### src/rtl/mem_access_unit_pkg.sv
// Shared types for the load/store initiator: bus widths, access size and FSM state.
// Also holds the alignment rule so the top and any unit bench use one definition.
package mem_access_unit_pkg;

    typedef logic [31:0] addr_t;
    typedef logic [31:0] data_t;

    typedef enum logic [1:0] {
        MEM_BYTE = 2'b00,
        MEM_HALF = 2'b01,
        MEM_WORD = 2'b10
    } mem_size_t;

    typedef enum logic [1:0] {
        IDLE  = 2'b00,
        READ  = 2'b01,
        WRITE = 2'b10,
        RESP  = 2'b11
    } mau_state_t;

    // Size 2'b11 has no legal encoding and is reported as misaligned.
    function automatic logic is_misaligned(input logic [1:0] size, input logic [1:0] addr_lo);
        logic w_mis;
        case (size)
            2'b00:   w_mis = 1'b0;
            2'b01:   w_mis = addr_lo[0];
            2'b10:   w_mis = |addr_lo;
            default: w_mis = 1'b1;
        endcase
        return w_mis;
    endfunction

endpackage

### src/rtl/mem_lane_align.sv
// Combinational lane logic: load extraction with sign/zero extension and
// sub-word store merge into a previously read memory word.
module mem_lane_align
    import mem_access_unit_pkg::*;
(
    input  logic [1:0] i_addr_lo,
    input  mem_size_t  i_size,
    input  logic       i_unsigned,
    input  data_t      i_word,
    input  data_t      i_wdata,
    output data_t      o_load_data,
    output data_t      o_store_word
);

    logic [7:0]  w_byte;
    logic [15:0] w_half;
    logic [4:0]  w_byte_pos;
    logic [4:0]  w_half_pos;

    assign w_byte_pos = {i_addr_lo, 3'b000};
    assign w_half_pos = {i_addr_lo[1], 4'b0000};
    assign w_byte     = i_word[w_byte_pos +: 8];
    assign w_half     = i_word[w_half_pos +: 16];

    // NOTE: every output of a combinational block gets a default first so no path leaves it unassigned (which would infer a latch).
    always_comb begin
        o_load_data = i_word;
        case (i_size)
            MEM_BYTE: o_load_data = {{24{~i_unsigned & w_byte[7]}}, w_byte};
            MEM_HALF: o_load_data = {{16{~i_unsigned & w_half[15]}}, w_half};
            default:  o_load_data = i_word;
        endcase
    end

    always_comb begin
        o_store_word = i_word;
        case (i_size)
            MEM_BYTE: o_store_word[w_byte_pos +: 8]  = i_wdata[7:0];
            MEM_HALF: o_store_word[w_half_pos +: 16] = i_wdata[15:0];
            default:  o_store_word = i_wdata;
        endcase
    end

endmodule

### src/rtl/mem_access_unit.sv
// Single-outstanding RISC-V load/store initiator for a word-addressed memory with
// combinational read; sub-word stores are done as read-modify-write.
module mem_access_unit
    import mem_access_unit_pkg::*;
(
    input  logic  clk,
    input  logic  reset_n,
    input  logic  req_valid,
    output logic  req_ready,
    input  logic  req_write,
    input  logic [1:0] req_size,
    input  logic  req_unsigned,
    input  addr_t req_addr,
    input  data_t req_wdata,
    output logic  rsp_valid,
    output data_t rsp_rdata,
    output logic  rsp_misaligned,
    output addr_t mem_address,
    output data_t mem_write_data,
    output logic  mem_write_enable,
    input  data_t mem_read_data
);

    mau_state_t r_state;
    mau_state_t w_next_state;

    addr_t     r_addr;
    mem_size_t r_size;
    logic      r_unsigned;
    logic      r_write;
    data_t     r_wdata;
    data_t     r_buf;
    data_t     r_rsp_rdata;
    logic      r_rsp_misaligned;

    logic      w_accept;
    logic      w_misaligned;
    data_t     w_align_word;
    data_t     w_load_data;
    data_t     w_store_word;

    assign w_accept     = req_valid && (r_state == IDLE);
    assign w_misaligned = is_misaligned(req_size, req_addr[1:0]);

    // Loads extract straight from the live read; merges use the buffered word.
    assign w_align_word = (r_state == READ) ? mem_read_data : r_buf;

    mem_lane_align u_lane_align (
        .i_addr_lo    (r_addr[1:0]),
        .i_size       (r_size),
        .i_unsigned   (r_unsigned),
        .i_word       (w_align_word),
        .i_wdata      (r_wdata),
        .o_load_data  (w_load_data),
        .o_store_word (w_store_word)
    );

    // NOTE: sequential state is updated with non-blocking assignments so every flop samples pre-edge values.
    always_ff @(posedge clk) begin
        if (!reset_n) begin
            r_state <= IDLE;
        end else begin
            r_state <= w_next_state;
        end
    end

    always_comb begin
        w_next_state     = r_state;
        req_ready        = 1'b0;
        rsp_valid        = 1'b0;
        mem_write_enable = 1'b0;
        case (r_state)
            IDLE: begin
                req_ready = 1'b1;
                if (req_valid) begin
                    if (w_misaligned) begin
                        w_next_state = RESP;
                    end else if (req_write && (req_size == MEM_WORD)) begin
                        w_next_state = WRITE;
                    end else begin
                        w_next_state = READ;
                    end
                end
            end
            READ: begin
                w_next_state = r_write ? WRITE : RESP;
            end
            WRITE: begin
                // Gated so that a reset landing on this cycle cannot corrupt memory.
                mem_write_enable = reset_n;
                w_next_state     = RESP;
            end
            RESP: begin
                rsp_valid    = 1'b1;
                w_next_state = IDLE;
            end
            default: begin
                w_next_state = IDLE;
            end
        endcase
    end

    always_ff @(posedge clk) begin
        if (!reset_n) begin
            r_addr           <= '0;
            r_size           <= MEM_BYTE;
            r_unsigned       <= 1'b0;
            r_write          <= 1'b0;
            r_wdata          <= '0;
            r_buf            <= '0;
            r_rsp_rdata      <= '0;
            r_rsp_misaligned <= 1'b0;
        end else begin
            if (w_accept) begin
                r_addr     <= req_addr;
                r_size     <= mem_size_t'(req_size);
                r_unsigned <= req_unsigned;
                r_write    <= req_write;
                r_wdata    <= req_wdata;
                if (w_misaligned) begin
                    r_rsp_rdata      <= '0;
                    r_rsp_misaligned <= 1'b1;
                end
            end
            if (r_state == READ) begin
                r_buf <= mem_read_data;
                if (!r_write) begin
                    r_rsp_rdata      <= w_load_data;
                    r_rsp_misaligned <= 1'b0;
                end
            end
            if (r_state == WRITE) begin
                r_rsp_rdata      <= '0;
                r_rsp_misaligned <= 1'b0;
            end
        end
    end

    assign rsp_rdata      = r_rsp_rdata;
    assign rsp_misaligned = r_rsp_misaligned;
    assign mem_address    = {r_addr[31:2], 2'b00};
    assign mem_write_data = w_store_word;

endmodule

### config.mk
export PLATFORM = sky130hd
export DESIGN_NAME = mem_access_unit
export DESIGN_NICKNAME = d
export VERILOG_FILES = /design/src/rtl/mem_access_unit_pkg.sv /design/src/rtl/mem_lane_align.sv /design/src/rtl/mem_access_unit.sv
export SDC_FILE = /design/constraint.sdc
export NUM_CORES = 1
export LEC_CHECK = 0
export CAP_MARGIN = 20
export CORE_UTILIZATION = 35
export CTS_BUF_LIST = sky130_fd_sc_hd__clkbuf_2 sky130_fd_sc_hd__clkbuf_4 sky130_fd_sc_hd__clkbuf_8
export CTS_CLUSTER_SIZE = 30
export DETAILED_ROUTE_END_ITERATION = 10
export GPL_TIMING_DRIVEN = 0
export MAX_ROUTING_LAYER = met4
export SYNTH_ARGS = -nofsm -noshare
export SYNTH_HDL_FRONTEND = slang
export SYNTH_HIERARCHICAL = 1
export SYNTH_SLANG_ARGS = --single-unit
### constraint.sdc
create_clock -name clk -period 2.58 [get_ports clk]
set_clock_uncertainty 0.2 [all_clocks]
set_input_delay 0.516 -clock clk [delete_from_list [all_inputs] [get_ports clk]]
set_output_delay 0.516 -clock clk [all_outputs]
set_load 0.01 [all_outputs]
# == Word level (Yosys, flattened, before mapping) ==
# Cells that the tools add are included.
# totals
register_bits,135
input_bits,103
# classes
n_eq_ne,7
addsub,2
n_mux,22
reduce_logical,7
bitwise,4
n_shift,6
# op_table
cell,n
two-way mux 32 bit,5
case mux 32 bit (2 select lines),2
bitwise mux 32 bit,2
variable shift 16 x 7 -> 32 bit (first input constant),1
variable shift 8 x 7 -> 32 bit (first input constant),1
variable part select 16 x 7 -> 32 bit,1
variable part select 32 x 6 -> 16 bit,1
variable part select 32 x 6 -> 8 bit,1
variable part select 8 x 7 -> 32 bit,1
negator 5 -> 7 bit,2
two-way mux 1 bit,8
case mux 2 bit (4 select lines),1
equality test 2 x 1 -> 1 bit (second input constant),3
equality test 2 bit (second input constant),3
logical NOT 2 bit,3
two-way mux 2 bit,3
OR reduction 2 bit,2
case mux 1 bit (3 select lines),1
bitwise AND 1 bit,2
logical AND 1 bit,2
!= test 2 bit (second input constant),1
NOT 1 bit,2

# == Depth between registers and ports, before layout ==
# Gate-level depths: netlist of run 1.
# logic_depth
depth_word,7
depth_mapped,11

# == Cells and area by module ==
# The synthesis of run 1 kept the hierarchy.
# modules_own_cells
module,area_each_um2,seq_area_each_um2,cells_each,instances
mem_access_unit,5248.8,2702.6,534,1
mem_lane_align,1740.4,0.0,272,1

# == Worst setup path before layout of run 1 ==
# No wires, ideal clock.
# synth_path
kind,register -> output
startpoint,register r_addr[1]
endpoint,output mem_write_data[24]
slack_ps,-229
path_stages_with_launch,8
required_ps,1864
arrival_ps,2093
cell_sequence,dfxtp_1 -> buf_2 -> buf_2 -> inv_2 -> ha_1 -> or4b_1 -> nor3_4 -> a221o_1
# synth_via
elab_chain_cells,4
# synth_lines
item,line,rtl
from (decl),mem_access_unit.sv:27,addr_t r_addr;
from (signal assigned),mem_access_unit.sv:115,r_addr <= req_addr;
"negator 5 -> 7 bit, on equally long branches","mem_lane_align.sv:39, mem_lane_align.sv:38",
"variable part select 16 x 7 -> 32 bit, or another cell as far along",mem_lane_align.sv:39,MEM_HALF: o_store_word[w_half_pos +: 16] = i_wdata[15:0];
"bitwise mux 32 bit, on equally long branches","mem_lane_align.sv:39, mem_lane_align.sv:38",
case mux 32 bit (2 select lines) (*),mem_lane_align.sv:37,case (i_size)
to (decl),mem_access_unit.sv:19,"output data_t mem_write_data,"
# Mark *: on every way between the ends. The rest lies on a longest branch, timed or not.

# == Worst setup path after layout of run 1 ==
# layout_path
startpoint,register r_addr[1]
endpoint,output mem_write_data[28]
# The elaborated chain is that of the path after synthesis.

==> metrics, run 1 <==
Post-synth EDFFs=0; nets@finish=1190; footprint of the multi-input gates=4110 µm²; design area=10500 µm²; Power per Cell Area=968 nW/µm²; vias in the first global route=6590; Hold Vio Cnt, Final=0; Post-Syn Instances=806; worst slew pin tran=0.662 ns; CTS root buf=clkbuf_8; Worst Path Required=1.86 ns; initial antenna violation count=0; Hold Buf Count CTS=0; max_slew headroom=55.9%; WL/cell=18.6 µm; die height=143 µm; HPWL after DPL=17.5 mm; Tot GR Track Use=25.6%; worst-path maximum fanout=5; total power=10.2 mW; CP Class=register to output port; input/output buffers=200; Worst Slack Setup Final=-0.632 ns; HP Class=register to register; max_cap viols=0; number of remaining DRC errors=0; fillers=1906; Antenna Cells=0; Synth Register Bits=135; Fmax=311 MHz; core area=19500 µm²; min Tclk post-route=3.21 ns; status=finished, violations left; Arr. time, crit path=2.50 ns; die width=143 µm; Ys Warns=6; Initial Util=35.8%; Area growth syn-to-layout=50.4%; RSZ-0062 raised after global routing=yes; setup TNS=-17.05 ns; Placer Congestion=0.945; total number of vias=6862; mapped cell area=6990 µm²; grt total ovfl=0; worst vdd ir=0.354 mV; layout cells sized above 1=29.6%; Post-synth ARST share=0%; # setup viols final=55; total area of sequential cells=2710 µm²; Clock Pin Slew Worst Setup and Hold Paths=0.08 ns; Via density=5.07; Max Slew Vio Count=0; final std cells w/o fill=1354; Yosys cell types=53; DR iter-0 viols=582; TritonCTS Sinks=135; LEAKAGE=4.15 nW; sequential cell area fraction in the yosys report=38.7%; clock tree buffer depth=2; Synth Area per Inst=8.67 µm²; first-pass GRT wire length=37.7 mm; Clk Latency, worst-skew pair=0.45 ns; I/O pin cnt=203; post-route ant nets=0; Cells after DPL=1272; Worst setup SP type=register; row count=51; failing checks=negative setup slack; nature of the critical path endpoint=output port; DP Worst Slack=-0.855 ns; Synth Flop Type=dfxtp_1; final worst path period share=125%; final wirelength=25.2 mm; Post-Place Cell Area=9370 µm²; Inserted Clock Buffers=17; drt first pass iters=7; CTS tree=built; die area=20500 µm²; largest net degree at the start of global routing=17; H-tree Lvls=4
-- cells in the mapped netlist (5+ instances only) --
cell type / n / share of area (%)
clkbuf_1: 33 / 1.8
mux2_2: 40 / 6.4
a221o_1: 9 / 1.3
buf_2: 17 / 1.2
a22o_1: 20 / 2.5
nor3b_1: 9 / 0.97
o21ai_0: 24 / 1.7
mux2i_1: 7 / 1.0
nand2b_1: 7 / 0.63
buf_1: 5 / 0.27
a21oi_2: 10 / 1.3
a222oi_1: 6 / 0.86
nand2_1: 191 / 10
buf_6: 5 / 0.81
a2bb2oi_1: 8 / 1.0
a211o_1: 6 / 0.75
dfxtp_1: 135 / 39
and2_1: 35 / 3.1
a21boi_0: 68 / 7.3
a22o_2: 28 / 4.0
a21oi_1: 43 / 3.1
ha_1: 10 / 1.8
buf_4: 33 / 3.5
inv_1: 13 / 0.70
-- sequential cells by signal, summed over array words and instances (netlist names) --
register	cells
rsp_misaligned	1
r_buf	32
r_unsigned	1
r_write	1
rsp_rdata	32
r_addr	32
r_state	2
r_size	2
r_wdata	32
-- logic make-up after synthesis --
family	Yosys count	share of synthesized area [%]
adders and majority gates	10	1.79
muxes	47	7.45
AOI/OAI and AO/OA	237	25.9
other	1	0.0537
and+or+nand+nor	269	17.7
DFF	135	38.7
buffers and inverters	107	8.36
-- critical path, cell delays in order (launching register included) --
cell and delay [ns]:
dfxtp_4 0.35, buf_6 0.12, buf_8 0.13, inv_12 0.06, ha_4 0.20, or4b_4 0.50, nor3_4 0.18, buf_6 0.15
a221o_1 0.22, buf_2 0.16
-- report_power, final --
part,switching [mW],internal (mW),total [mW]
combinational,2.91,2.87,5.78
sequential,0.318,2.52,2.83
clock,0.828,0.731,1.56
total,4.06,6.12,10.2
-- layout make-up --
class / count / share of cell area (%)
timing repair buffer: 256 / 22.6
clock buffer: 22 / 2.70
sequential: 135 / 25.8
inverter: 14 / 0.655
clock inverter: 9 / 0.512
multi-input combinational: 565 / 39.1
buffer: 88 / 5.42
tap: 265 / 3.15
-- final timing paths --
check	startpoint	endpoint	slack, ns	cells past startpoint
setup / recovery	r_addr[1]	mem_write_data[28]	-0.63	9
hold / removal	r_addr[24]	r_addr[24]	0.26	2
setup reg to reg	r_state[1]	rsp_rdata[26]	-0.13	12
hold reg to reg	r_addr[24]	r_addr[24]	0.26	2
-- cell usage in the layout (no fill, tap or decap), types with 4 or more instances in the layout --
cell,netlist,routed
o21ai_1,2,7
a211o_1,6,6
mux2i_1,7,5
a22o_1,20,20
buf_4,33,70
clkbuf_8,0,19
nand2_1,191,191
a22o_2,28,28
mux2_2,40,13
a21oi_1,43,24
buf_2,17,42
a21boi_0,68,68
a221o_1,9,9
clkbuf_4,0,4
buf_6,5,23
clkbuf_2,0,4
clkbuf_1,33,27
a21oi_4,0,5
buf_12,0,4
a222oi_1,6,6
mux2_4,0,27
and2_1,35,35
nand2b_1,7,7
a21oi_2,10,24
clkdlybuf4s50_1,0,165
o21ai_0,24,16
inv_1,13,11
ha_1,10,5
clkinv_2,0,6
dfxtp_1,135,131
a2bb2oi_2,0,8
nor3b_1,9,8
-- metrics by stage --
step / utilization, % / hold slack (ns)
after floorplan: - / 0.238
after global placement: 48.0 / 0.251
after detailed placement: 48.0 / 0.257
after CTS: 53.1 / 0.269
after global routing: 53.8 / 0.287
final: 53.8 / 0.262
-- metal layers --
metal | part of all wire (%) | GRT usage [%]
met1 | 45 | 33.2
met2 | 44 | 38.0
met3 | 8.6 | 6.60
met4 | 2.9 | 10.0
met5 | 0 | -
-- what timing repair did --
| item | 4_1_cts | 5_1_grt |
|---|---|---|
| resized for setup | 251 | 31 |
| setup endpoints to repair | 61 | 73 |
| pin swaps | 40 | 32 |
| setup buffers | 41 | 15 |
| cloned | 2 | 0 |
No activity file was read; power rests on OpenSTA's default activity.
==> run 2, diff against run 1 <==
--- a/config.mk
+++ b/config.mk
@@ -6,6 +6,7 @@
 export NUM_CORES = 1
 export LEC_CHECK = 0
 export CAP_MARGIN = 20
+export CORE_ASPECT_RATIO = 0.75
 export CORE_UTILIZATION = 35
 export CTS_BUF_LIST = sky130_fd_sc_hd__clkbuf_2 sky130_fd_sc_hd__clkbuf_4 sky130_fd_sc_hd__clkbuf_8
 export CTS_CLUSTER_SIZE = 30
@@ -16,3 +17,4 @@
 export SYNTH_HDL_FRONTEND = slang
 export SYNTH_HIERARCHICAL = 1
 export SYNTH_SLANG_ARGS = --single-unit
+export TNS_END_PERCENT = 30
==> metrics, run 2 (synthesis gave the netlist of run 1 again) <==
die height=124 µm (was 143 µm); clock tree buffer depth=2 (unchanged); core area=19400 µm² (was 19500 µm²); RSZ-0062 raised after global routing=yes (unchanged); Via density=5.05 (was 5.07); DR iter-0 viols=592 (was 582); fillers=1867 (was 1906); Hold Crit Depth=2 (unchanged); top cell family by delay on the critical path=simple AND/OR/NAND/NOR gates (unchanged); commonest non-fill, non-tap cell in the layout=nand2_1 (unchanged); max_cap viols=0 (unchanged); failing checks=negative setup slack (unchanged); Crit path largest cell delay=0.49 ns (was 0.50 ns); HP Class=register to register (unchanged); Worst Path Required=1.86 ns (about the same); Int Pwr=6.01 mW (was 6.12 mW); nets@finish=1176 (was 1190); first-pass GRT wire length=37.4 mm (was 37.7 mm); CTS tree=built (unchanged); worst-path maximum fanout=8 (was 5); grt total ovfl=0 (unchanged); layout cells sized above 1=27.9% (was 29.6%); Tot GR Track Use=25.0% (was 25.6%); CTS root buf=clkbuf_8 (unchanged); Gate power share=55.7% (was 56.8%); Worst setup SP type=register (unchanged); number of remaining DRC errors=0 (unchanged); Hold Vio Cnt, Final=0 (unchanged); setup TNS=-16.28 ns (was -17.05 ns); min Tclk post-route=3.19 ns (was 3.21 ns); I/O pin cnt=203 (unchanged); Crit path buffers/inverters=5 (unchanged); TritonCTS Sinks=135 (unchanged); HPWL after DPL=18.1 mm (was 17.5 mm); row count=44 (was 51); footprint of the multi-input gates=4110 µm² (unchanged); # setup viols final=55 (unchanged); status=finished, violations left (unchanged); Inserted Clock Buffers=17 (unchanged); vias in the first global route=6381 (was 6590); nature of the critical path endpoint=output port (unchanged); slowest cell on the critical path=or4b_4 (unchanged); CP Cell Sequence=buf_6 > buf_8 > inv_12 > ha_4 > or4b_4 > nor3_4 > buf_12 > a221o_1 > buf_2 (was buf_6 > buf_8 > inv_12 > ha_4 > or4b_4 > nor3_4 > buf_6 > a221o_1 > buf_2); worst slew pin tran=0.685 ns (was 0.662 ns); die width=165 µm (was 143 µm); input/output buffers=200 (unchanged); total area of sequential cells=2710 µm² (about the same); WP depth=9 (unchanged); Fmax=313 MHz (was 311 MHz); Clk Latency, worst-skew pair=0.45 ns (about the same); post-route ant nets=0 (unchanged); drt first pass iters=5 (was 7); Clock Pin Slew Worst Setup and Hold Paths=0.08 ns (about the same); worst r2r path cells=12 (unchanged); final wirelength=24.9 mm (was 25.2 mm); worst vdd ir=0.429 mV (was 0.354 mV); Worst Slack Setup Final=-0.614 ns (was -0.632 ns); Arr. time, crit path=2.48 ns (was 2.50 ns); initial antenna violation count=0 (unchanged); H-tree Lvls=4 (unchanged); Sequential Power Share=28.2% (was 27.8%); Net Sw Frac=40.2% (was 39.9%); Area growth syn-to-layout=48.5% (was 50.4%); max_slew headroom=54.3% (was 55.9%); Power per Cell Area=968 nW/µm² (about the same); Antenna Cells=0 (unchanged); WL/cell=18.7 µm (was 18.6 µm); clock share of power=16.2% (was 15.3%); largest net degree at the start of global routing=17 (unchanged); CP Class=register to output port (unchanged); most frequent cells in the layout=191 x nand2_1, 166 x clkdlybuf4s50_1, 131 x dfxtp_1 (was 191 x nand2_1, 165 x clkdlybuf4s50_1, 131 x dfxtp_1); LEAKAGE=4.07 nW (was 4.15 nW); Placer Congestion=0.925 (was 0.945); final worst path period share=124% (was 125%); total power=10.0 mW (was 10.2 mW); Initial Util=36.0% (was 35.8%); total number of vias=6704 (was 6862); Hold Buf Count CTS=0 (unchanged); Max Slew Vio Count=0 (unchanged); die area=20500 µm² (about the same); switching power=4.03 mW (was 4.06 mW)
==> run 2: cell types whose count changed in the layout (fill, tap and decap cells not counted), moves of 2 or more <==
cell      change
buf_8         +3
buf_4         -8
a21oi_1       +2
ha_2          -2
clkinv_2      -2
buf_6         -7
a21oi_2       -5
mux2_2        -2
ha_1          +2
a21oi_4       +3
buf_2         -2
mux2_4        +2
==> run 2: worst reg2reg max path, cell delays in order, from the launching register on <==
cell     delay, ns
dfxtp_2       0.33
inv_2         0.07
ha_4          0.26
buf_12        0.17
mux2_4        0.34
buf_6         0.12
buf_6         0.11
mux2i_4       0.18
o32a_4        0.21
o211a_4       0.22
buf_8         0.16
a21oi_2       0.05
a22o_2        0.24
==> run 2: power groups by stage <==
stage | combinational, mW | sequential [mW] | clock (mW)
floorplan | 2.84 | 2.78 | 0
global placement | 4.78 | 2.83 | 0
detailed placement | 4.79 | 2.84 | 0
CTS | 5.34 | 2.81 | 1.66
global route | 5.94 | 2.88 | 1.75
finish | 5.59 | 2.83 | 1.62
==> run 2: timing repair <==
item | in CTS | in global routing
resized for setup | 232 | 39
gates cloned | 1 | 0
setup buffers | 26 | 15
pin swaps | 33 | 22
endpoints found under the setup margin | 59 | 74
==> run 2: metal layers <==
| metal | routed length (µm) | vias up | track usage [%] |
|---|---|---|---|
| met5 | 0 | - | - |
| met4 | 367 | 0 | 6.37 |
| met3 | 1640 | 29 | 4.23 |
| met2 | 10100 | 253 | 33.2 |
| met1 | 12800 | 3138 | 38.2 |
| li1 | - | 3284 | - |
==> run 2: per-stage QoR <==
stage                     std cells  setup slack, ns  area [µm²]  utilization, %  hold slack [ns]
after floorplan                 807          0.00427        7040               -            0.238
after global placement         1260           -0.872        9360            48.1            0.252
after detailed placement       1260           -0.891        9360            48.1            0.259
after CTS                      1314           -0.590       10200            52.4            0.270
after global routing           1327           -0.661       10400            53.4            0.288
final                          1327           -0.614       10400            53.4            0.264
==> run 2: final timing paths <==
check                           startpoint                 end  slack (ns)
worst max-delay path             r_addr[1]  mem_write_data[28]       -0.61
worst min-delay path            r_addr[10]          r_addr[10]        0.26
worst max register to register  r_state[1]       rsp_rdata[29]       -0.18
worst min register to register  r_addr[10]          r_addr[10]        0.26
==> run 2: cell type report <==
class	count	share of cell area [%]
repair buffers	240	21.5
plain buffers	90	5.73
well taps	253	3.05
clock buffers	21	2.60
inverters	14	0.627
multi-input cells	565	39.6
flip-flops and latches	135	26.1
clock inverters	9	0.772
==> run 3, diff against run 2 <==
--- a/config.mk
+++ b/config.mk
@@ -7,7 +7,7 @@
 export LEC_CHECK = 0
 export CAP_MARGIN = 20
 export CORE_ASPECT_RATIO = 0.75
-export CORE_UTILIZATION = 35
+export CORE_UTILIZATION = 25
 export CTS_BUF_LIST = sky130_fd_sc_hd__clkbuf_2 sky130_fd_sc_hd__clkbuf_4 sky130_fd_sc_hd__clkbuf_8
 export CTS_CLUSTER_SIZE = 30
 export DETAILED_ROUTE_END_ITERATION = 10
==> metrics, run 3 (synthesis gave the netlist of run 1 again) <==
Area growth syn-to-layout=50.2% (was 48.5%); input/output buffers=200 (unchanged); max_cap viols=0 (unchanged); Reg2Reg Setup Slack=-0.12 ns (was -0.18 ns); first-pass GRT wire length=39.5 mm (was 37.4 mm); commonest non-fill, non-tap cell in the layout=nand2_1 (unchanged); Fmax=315 MHz (was 313 MHz); Placer Congestion=0.937 (was 0.925); Power per Cell Area=990 nW/µm² (was 968 nW/µm²); Via density=4.75 (was 5.05); final wirelength=26.7 mm (was 24.9 mm); Clk Latency, worst-skew pair=0.47 ns (was 0.45 ns); worst slew pin tran=0.780 ns (was 0.685 ns); min Tclk post-route=3.18 ns (was 3.19 ns); drt first pass iters=6 (was 5); critical path endpoint=mem_write_data[30] (was mem_write_data[28]); nets@finish=1168 (was 1176); TritonCTS Sinks=135 (unchanged); Worst setup SP type=register (unchanged); core area=27200 µm² (was 19400 µm²); CTS root buf=clkbuf_8 (unchanged); Arr. time, crit path=2.46 ns (was 2.48 ns); I/O pin cnt=203 (unchanged); die height=147 µm (was 124 µm); Max Slew Vio Count=0 (unchanged); R2R Path End=rsp_rdata[27] (was rsp_rdata[29]); post-route core utilization=38.6% (was 53.4%); worst-path maximum fanout=8 (unchanged); R2R Path Start=r_state[1] (unchanged); HPWL after DPL=19.9 mm (was 18.1 mm); layout cells sized above 1=26.9% (was 27.9%); Crit path largest cell delay=0.55 ns (was 0.49 ns); Worst Slack Setup Final=-0.599 ns (was -0.614 ns); largest net degree at the start of global routing=17 (unchanged); fillers=2728 (was 1867); slowest cell on the critical path=or4b_4 (unchanged); vias in the first global route=6453 (was 6381); Worst Path Required=1.86 ns (about the same); crit path from=r_addr[1] (unchanged); DP Worst Slack=-0.950 ns (was -0.891 ns); H-tree Lvls=4 (unchanged); total number of vias=6743 (was 6704); die area=28600 µm² (was 20500 µm²); worst r2r path cells=12 (unchanged); Initial Util=25.7% (was 36.0%); WL/cell=18.8 µm (was 18.7 µm); number of remaining DRC errors=0 (unchanged); Hold Vio Cnt, Final=0 (unchanged); RSZ-0062 raised after global routing=yes (unchanged); clock tree buffer depth=2 (unchanged); CP Class=register to output port (unchanged); initial antenna violation count=0 (unchanged); CP Cell Sequence=buf_6 > buf_8 > inv_8 > ha_2 > or4b_4 > nor3_4 > buf_12 > a221o_1 > buf_2 (was buf_6 > buf_8 > inv_12 > ha_4 > or4b_4 > nor3_4 > buf_12 > a221o_1 > buf_2); Inserted Clock Buffers=17 (unchanged); post-route ant nets=0 (unchanged); row count=52 (was 44); grt total ovfl=0 (unchanged); failing checks=negative setup slack (unchanged); Antenna Cells=0 (unchanged); HP Class=register to register (unchanged); worst vdd ir=0.366 mV (was 0.429 mV); Clock Pin Slew Worst Setup and Hold Paths=0.09 ns (was 0.08 ns); LEAKAGE=4.09 nW (was 4.07 nW); # setup viols final=51 (was 55); WHS=0.266 ns (was 0.264 ns); CTS tree=built (unchanged); status=finished, violations left (unchanged); final worst path period share=123% (was 124%); DR iter-0 viols=590 (was 592); setup TNS=-16.56 ns (was -16.28 ns); die width=195 µm (was 165 µm); nature of the critical path endpoint=output port (unchanged); Tot GR Track Use=19.1% (was 25.0%); max_slew headroom=48.0% (was 54.3%); most frequent cells in the layout=191 x nand2_1, 166 x clkdlybuf4s50_1, 131 x dfxtp_1 (unchanged)
## run 3: cell types whose count changed in the layout (fill, tap and decap cells not counted), moves of 3 or more
cell,before,now
a21oi_2,19,22
clkinv_4,0,3
inv_6,0,4
clkinvlp_4,4,0
a21oi_4,8,3
bufinv_16,1,4
mux2_4,29,25
mux2_2,11,15
buf_2,40,36
buf_4,62,56
clkbuf_4,4,1
## run 3: stage by stage
stage	cells	total power, mW	cell area (µm²)
4_1_cts	1414	10.2	10400
5_1_grt	1419	11.0	10500
3_5_place_dp	1358	7.72	9480
6_report	1419	10.4	10500
2_1_floorplan	807	5.61	7040
3_3_place_gp	1358	7.67	9480
## run 3: layout make-up
cell class / instances / area, µm² / share of cell area [%]
multi-input combinational: 565 / 4030 / 38.4
sequential: 135 / 2720 / 25.9
timing repair buffer: 232 / 2210 / 21.0
buffer: 90 / 603 / 5.75
tap: 351 / 439 / 4.18
clock buffer: 18 / 248 / 2.36
clock inverter: 14 / 196 / 1.87
inverter: 14 / 60.1 / 0.572
## run 3: how the worst min path moves through the flow
stage | start | to | cells after the start
floorplan | r_unsigned | r_unsigned | 2
global placement | r_addr[9] | r_addr[9] | 2
detailed placement | r_addr[8] | r_addr[8] | 2
CTS | r_addr[8] | r_addr[8] | 2
global route | r_addr[2] | r_addr[2] | 2
finish | r_addr[19] | r_addr[19] | 2
## run 3: per-layer routing
| metal | GRT usage [%] | share of wire [%] | up-vias |
|---|---|---|---|
| met5 | - | 0 | - |
| met4 | 5.31 | 1.4 | 0 |
| met3 | 4.34 | 7.3 | 24 |
| met2 | 27.1 | 42 | 256 |
| met1 | 26.9 | 49 | 3185 |
| li1 | - | - | 3278 |
## run 3: what timing repair did
item / 4_1_cts / 5_1_grt
pin swaps: 34 / 18
hold buffers: 0 / 0
gates cloned: 2 / 0
setup endpoints to repair: 71 / 58
setup buffers: 25 / 5
gates resized for setup: 220 / 21
## run 3: worst max-delay path: cells and delay by family (launching register included)
kind	cells	cell delay (ns)
AO/OA/AOI/OAI	1	0.19
adder cells (fa/ha/maj)	1	0.19
buffers and inverters	5	0.54
flip-flops	1	0.37
AND/OR/NAND/NOR	2	0.71
## run 3: where the power goes
group	switching [mW]	internal, mW	leakage, nW
clock	0.906	1.09	0.228
sequential	0.316	2.52	1.10
combinational	2.90	2.66	2.76
